**src/rtl/booth_mult_32_pkg.sv**
```systemverilog
// booth_mult_32_pkg: shared widths, state/op encodings and Booth decode helper
package booth_mult_32_pkg;
    localparam int WIDTH = 32;
    localparam int ITERS = 32;
    localparam int CNT_W = 5;
    typedef enum logic [1:0] {ST_IDLE = 2'd0, ST_RUN = 2'd1, ST_DONE = 2'd2} state_t;
    typedef enum logic [1:0] {BOOTH_NOP = 2'd0, BOOTH_ADD = 2'd1, BOOTH_SUB = 2'd2} booth_op_t;
    function automatic booth_op_t booth_decode(input logic [1:0] qq);
        return qq == 2'b01 ? BOOTH_ADD : qq == 2'b10 ? BOOTH_SUB : BOOTH_NOP;
    endfunction
endpackage

```
**src/rtl/booth_mult_32_step.sv**
```systemverilog
// booth_step: one combinational radix-2 Booth iteration on the high half
// Ports: hi current high half, m multiplicand, qq = {P[1],P[0]};
//        hi_nxt shifted high half, lo_in bit shifted into the top of LO.
module booth_step
    import booth_mult_32_pkg::*;
(
    input  logic [WIDTH-1:0] hi,
    input  logic [WIDTH-1:0] m,
    input  logic [1:0]       qq,
    output logic [WIDTH-1:0] hi_nxt,
    output logic             lo_in
);
    booth_op_t        op;
    logic [WIDTH-1:0] y, g, p, s;
    logic             cin, ovf, t;
    assign op  = booth_decode(qq);
    assign y   = op == BOOTH_ADD ? m : op == BOOTH_SUB ? ~m : '0;
    assign cin = op == BOOTH_SUB;
    assign g   = hi & y;
    assign p   = hi | y;
    csel_add_32 u_add (.g(g), .p(p), .cin(cin), .s(s));
    // The 33-bit true sum's sign: flip s[31] when the 32-bit add overflowed
    // (covers subtracting 0x80000000, where ~M+1 is not representable).
    assign ovf    = (hi[WIDTH-1] == y[WIDTH-1]) & (s[WIDTH-1] != hi[WIDTH-1]);
    assign t      = s[WIDTH-1] ^ ovf;
    assign hi_nxt = {t, s[WIDTH-1:1]};
    assign lo_in  = s[0];
endmodule

```
**src/rtl/csel_add_32.sv**
```systemverilog
// csel_add_32: 32-bit carry-select adder on generate/propagate inputs
// Ports: g = x&y, p = x|y, cin carry-in; s = x+y+cin (low 32 bits).
// Four 8-bit ripple blocks, each evaluated for both carry-ins and selected by the incoming carry.
module csel_add_32 (
    input  logic [31:0] g,
    input  logic [31:0] p,
    input  logic        cin,
    output logic [31:0] s
);
    // Half-sum bit is p & ~g, i.e. x ^ y recovered from g/p.
    function automatic logic [7:0] bsum(input logic [7:0] bg, input logic [7:0] bp, input logic c0);
        logic       c;
        logic [7:0] r;
        c = c0;
        r = '0;
        for (int i = 0; i < 8; i++) begin
            r[i] = (bp[i] & ~bg[i]) ^ c;
            c    = bg[i] | (bp[i] & c);
        end
        return r;
    endfunction
    function automatic logic bcout(input logic [7:0] bg, input logic [7:0] bp, input logic c0);
        logic c;
        c = c0;
        for (int i = 0; i < 8; i++) c = bg[i] | (bp[i] & c);
        return c;
    endfunction
    logic [3:0] c;
    assign c[0] = cin;
    genvar k;
    for (k = 0; k < 4; k++) begin : g_blk
        assign s[8*k +: 8] = c[k] ? bsum(g[8*k +: 8], p[8*k +: 8], 1'b1)
                                  : bsum(g[8*k +: 8], p[8*k +: 8], 1'b0);
        if (k < 3) begin : g_c
            assign c[k+1] = c[k] ? bcout(g[8*k +: 8], p[8*k +: 8], 1'b1)
                                 : bcout(g[8*k +: 8], p[8*k +: 8], 1'b0);
        end
    end
endmodule

```
**src/rtl/booth_mult_32.sv**
```systemverilog
// booth_mult_32: sequential 32x32 signed radix-2 Booth multiplier
// Ports: clock, reset (async, active-high), ctrl_MULT start pulse,
//        data_operandA multiplicand, data_operandB multiplier;
//        data_result low 32 product bits, data_exception product overflows
//        signed 32 bits, data_resultRDY one-cycle done pulse.
// Option: define BOOTH_MULT_EARLY_ZERO_EN to finish in one cycle on a zero operand.
module booth_mult_32
    import booth_mult_32_pkg::*;
(
    input  logic        clock,
    input  logic        reset,
    input  logic        ctrl_MULT,
    input  logic [31:0] data_operandA,
    input  logic [31:0] data_operandB,
    output logic [31:0] data_result,
    output logic        data_exception,
    output logic        data_resultRDY
);
    state_t           state_q, state_d;
    logic [WIDTH-1:0] m_q, m_d;
    logic [2*WIDTH:0] p_q, p_d;
    logic [CNT_W-1:0] cnt_q, cnt_d;
    logic [WIDTH-1:0] hi, hi_nxt;
    logic             lo_in;
    assign hi = p_q[2*WIDTH:WIDTH+1];
    booth_step u_step (.hi(hi), .m(m_q), .qq(p_q[1:0]), .hi_nxt(hi_nxt), .lo_in(lo_in));
    always_ff @(posedge clock or posedge reset) begin
        if (reset) begin
            state_q <= ST_IDLE;
            m_q     <= '0;
            p_q     <= '0;
            cnt_q   <= '0;
        end else begin
            state_q <= state_d;
            m_q     <= m_d;
            p_q     <= p_d;
            cnt_q   <= cnt_d;
        end
    end
    always_comb begin
        state_d = state_q;
        m_d     = m_q;
        p_d     = p_q;
        cnt_d   = cnt_q;
        if (ctrl_MULT) begin
            m_d     = data_operandA;
            p_d     = {{WIDTH{1'b0}}, data_operandB, 1'b0};
            cnt_d   = '0;
            state_d = ST_RUN;
`ifdef BOOTH_MULT_EARLY_ZERO_EN
            if (data_operandA == '0 || data_operandB == '0) begin
                p_d     = '0;
                state_d = ST_DONE;
            end
`endif
        end else begin
            case (state_q)
                ST_RUN: begin
                    p_d     = {hi_nxt, lo_in, p_q[WIDTH:1]};
                    cnt_d   = cnt_q + 1'b1;
                    state_d = cnt_q == CNT_W'(ITERS - 1) ? ST_DONE : ST_RUN;
                end
                ST_DONE: state_d = ST_IDLE;
                default: state_d = state_q;
            endcase
        end
    end
    assign data_result    = p_q[WIDTH:1];
    // Overflow whenever HI is not the sign extension of LO's top bit.
    assign data_exception = ~((&hi & p_q[WIDTH]) | (~|hi & ~p_q[WIDTH]));
    assign data_resultRDY = state_q == ST_DONE;
endmodule

```
**config.mk**
```make
export PLATFORM = sky130hd
export DESIGN_NAME = booth_mult_32
export DESIGN_NICKNAME = d
export VERILOG_FILES = /design/src/rtl/booth_mult_32_pkg.sv /design/src/rtl/booth_mult_32_step.sv /design/src/rtl/csel_add_32.sv /design/src/rtl/booth_mult_32.sv
export SDC_FILE = /design/constraint.sdc
export NUM_CORES = 1
export LEC_CHECK = 0
export ABC_AREA = 1
export CELL_PAD_IN_SITES_DETAIL_PLACEMENT = 1
export CELL_PAD_IN_SITES_GLOBAL_PLACEMENT = 2
export CORE_AREA = 4 4 92 181
export CTS_CLUSTER_SIZE = 28
export DETAILED_ROUTE_END_ITERATION = 8
export DIE_AREA = 0 0 96 185
export DONT_BUFFER_PORTS = 1
export PLACE_DENSITY = 0.82
export SETUP_SLACK_MARGIN = 0.15
export SYNTH_ARGS = -nofsm -noshare
export SYNTH_HDL_FRONTEND = slang
export SYNTH_SLANG_ARGS = --single-unit
```
**constraint.sdc**
```tcl
create_clock -name clock -period 18 [get_ports clock]
set_clock_uncertainty 0.1 [all_clocks]
set_input_delay 0 -clock clock [delete_from_list [all_inputs] [get_ports clock]]
set_output_delay 0 -clock clock [all_outputs]
set_load 0.01 [all_outputs]
```
==> flow_results.org <==
** Run status
- The run finished with clean final reports.

** Logic synthesis
- After technology mapping, the gate count stands at around 640.
- Summing every instance area after synthesis gives between 5000 and 6000 µm².
- Proportion of register bits with asynchronous set or reset after synthesis :: 100.0%
- The synthesized design contains 104 register bits.
- Count of yosys warnings during synthesis :: 0
- Yosys mapped the design onto 25 distinct sky130hd cell types.
- Net count of the mapped netlist :: roughly 750
- Summing the sequential cell areas from Yosys gives 44.54% of the chip area.
- Number of enable flip-flop cells after synthesis :: 0
- Dividing the synthesized area by the synthesized cell count gives ~9 µm².
- Top FF cell, synth :: sky130_fd_sc_hd__dfrtp_1

** Die
- Die H :: 185 µm
- Pin placement for this block handled 101 I/O pins.
- The floorplan has 64 rows.
- Measured along the x axis, the die boundary spans roughly 96 µm.
- Core Area :: ~15000 µm²
- Starting density of the core :: a little under two fifths
- The floorplan step defined a die boundary enclosing about 18000 µm².

** Final layout
- Fraction of the core area covered by cells at the end of the flow :: 47.63%
- The filler cells instantiated in the layout total 1737.
- Leaving out fill and tap cells, the most frequent cell in the layout is sky130_fd_sc_hd__nand2_1.
- Layout cells sized above 1 :: between 6 and 7%
- Once layout is complete, the cells apart from fillers number 927.
- From synthesis to final layout, the design area changed by 24.67%.
- Diode count :: 0
- Commonest cells after routing, fill and taps aside :: 165 x sky130_fd_sc_hd__nand2_1, 128 x sky130_fd_sc_hd__dlygate4sd3_1, 104 x sky130_fd_sc_hd__dfrtp_1
- Layout Nets :: around 830

** Power
- Across the VDD grid, the largest voltage drop is around 0.046 mV.
- For this design the static power due to leakage is 3.136 nW.
- Power Dens Cells :: between 90 and 100 nW/µm²

** STA
- Counting I/O delays and the setup requirement, the final critical path takes ~14 ns.
- Setup violations remaining at the end of the flow were counted as 0.
- The number of hold-slack violations in the final timing report is 0.
- Unrepaired setup endpoints after global routing :: false
- After routing, the total negative slack on setup checks comes to 0 ns.
- Max-slew headroom at the worst pin :: between 40% and 50%
- Max Clock Freq :: 0.07339 GHz
- Max-slew violations :: 0
- For the pin with the worst max-slew slack, the measured transition is between 0.8 and 0.9 ns.
- Share of the clock period used by the worst path :: roughly 76%

** Setup path
- Largest driver fanout on the critical path :: 32
- The worst setup path is captured at a flop.
- Flop2flop setup slack :: 4.37 ns
- Category of the worst setup path launch point :: flop
- Measured in cells, the most critical reg-to-reg path has a length of between 40 and 50.
- Data on the critical path arrives at its endpoint at approximately 14 ns.
- Slowest-stage cell, CP :: sky130_fd_sc_hd__fa_1
- The worst setup path is of the flop to flop kind.
- Most common cell on crit path :: sky130_fd_sc_hd__fa_1
- For this run, the slowest stage of the critical path takes between 0.5 and 0.6 ns.
- Data on the critical path is required at its endpoint by about 18 ns.

** Place
- Detailed placement ended at an HPWL of around 10000 µm.
- Placed Cells incl. Taps :: slightly below 800
- During placement, the flow inserted port buffers numbering 0.
- At the end of routability-driven placement, the weighted congestion stood at 0.7790.

** Drt
- For this run, the detailed router's first-pass iteration total came to 4.
- For this run, design rule violations remaining after detail routing come to 0.
- Vias :: roughly 4.7k
- Post-detailed-route via-to-cell ratio :: about 5
- Count of antenna-violating nets left after detailed routing :: 0
- Routed wirelength normalized by instance count :: around 18 µm
- Final routed wirelength across all metal layers :: ~17000 µm
- Number of DRC violations after detailed-routing iteration 0 :: ~190

** CTS
- Clock insertion delay at the later pin of the skew report :: 0.35 ns
- The H-tree was split into 3 levels.
- After clock tree synthesis, the flow added hold-fix buffers numbering 129.
- TritonCTS built the clock tree.
- CTS saw 104 sinks.
- Maximum buffer depth of the clock tree :: 2
- CTS clk-pin slew, worst paths :: ~0.080 ns
- Root Buffer :: sky130_fd_sc_hd__clkbuf_16
- Setup fix buffers added after clock tree synthesis :: 0
- Once the clock tree was built, the resizer swapped 0 gates to a different size.
- Counting the buffers created by CTS gives 9.

** Global routing
- Total routing resource utilization after global routing :: between 20% and 30%
- The initial antenna violation count came to 0.
- Summed over all layers, the global routing overflow is 0.
- The number of global-route vias before repair is about 5.5k.
- Pin count of the biggest net entering global routing :: 67
- Global-route wire length before repair :: 28120 µm

** Hold path
- Worst min path class :: input pin to flop
- The worst hold path was traced through 3 stages.

** Job
- Max Cap Violations :: 0
## layout make-up
| type | count | area (µm²) | area share (%) |
|---|---|---|---|
| well taps | 198 | 247.7 | 3.401 |
| multi-input cells | 399 | 2517 | 34.56 |
| repair buffers | 133 | 1339 | 18.38 |
| flip-flops and latches | 104 | 2603 | 35.73 |
| clock buffers | 9 | 225.2 | 3.092 |
| clock inverters | 7 | 61.31 | 0.8416 |
| inverters | 77 | 291.5 | 4.002 |
## per-layer routing
| metal | vias up | GRT usage, % | wire (µm) |
|---|---|---|---|
| met1 | 2345 | 22.51 | 6062 |
| met5 | - | 0 | 0 |
| met2 | 116 | 37.83 | 9440 |
| li1 | 2191 | - | - |
| met4 | 0 | 6.956 | 447 |
| met3 | 34 | 4.472 | 754 |
## registers in the layout, summed over array words and instances (netlist names)
| name | cells |
|---|---|
| p_q | 65 |
| state_q | 2 |
| cnt_q | 5 |
| m_q | 32 |
## synthesized netlist by cell type (10+ instances only)
cell type                  number  area share, %
sky130_fd_sc_hd__buf_4         33            4.2
sky130_fd_sc_hd__buf_2         16            1.4
sky130_fd_sc_hd__o221ai_1      29            4.3
sky130_fd_sc_hd__fa_1          28            9.6
sky130_fd_sc_hd__ha_1          10            2.1
sky130_fd_sc_hd__dfrtp_1      104             45
sky130_fd_sc_hd__nor2_1        66            4.2
sky130_fd_sc_hd__inv_1         74            4.8
sky130_fd_sc_hd__o22ai_2       20            4.3
sky130_fd_sc_hd__nand2_1      165             11
sky130_fd_sc_hd__o22ai_1       12            1.3
sky130_fd_sc_hd__a21oi_1       38            3.3
## worst paths after layout
kind	start	to
max	p_q[1]	p_q[63]
min	ctrl_MULT	p_q[1]
max reg2reg	p_q[1]	p_q[63]
min reg2reg	m_q[8]	m_q[8]
max in group asynchronous	reset	p_q[38]
min in group asynchronous	reset	m_q[23]
## worst max-delay path: cells and delay by family, from the launching register on
kind	cells	cell delay, ns
buffers and inverters	1	0.33
and+or+nand+nor	5	0.54
AOI/OAI and AO/OA	6	0.50
DFF	1	0.47
adders and majority gates	29	11.57
## logic make-up after synthesis
group / synth area share, %
and+or+nand+nor: 16.92
DFF: 44.54
xor gates and xnor gates: 0.4498
AOI/OAI and AO/OA: 13.94
adders and majority gates: 11.73
buffers and inverters: 12.42
## where the power goes
group	total [W]	switching, W	internal (W)
registers	0.000304	0.0000334	0.000271
clock network	0.000194	0.0000970	0.0000970
logic	0.000194	0.000109	0.0000853
## through the flow
stage	setup WS, ns	cell area, µm²	power [W]	hold slack [ns]
5_1_grt	3.825	7284	0.0007425	0.03554
3_3_place_gp	4.649	5689	0.0004662	-0.1230
4_1_cts	4.311	7284	0.0006970	0.002290
6_report	4.373	7284	0.0006920	0.01975
3_5_place_dp	4.401	5689	0.0004773	-0.1142
2_1_floorplan	5.411	5843	0.0004431	0.01245
Power figures use the tool's default switching activity.
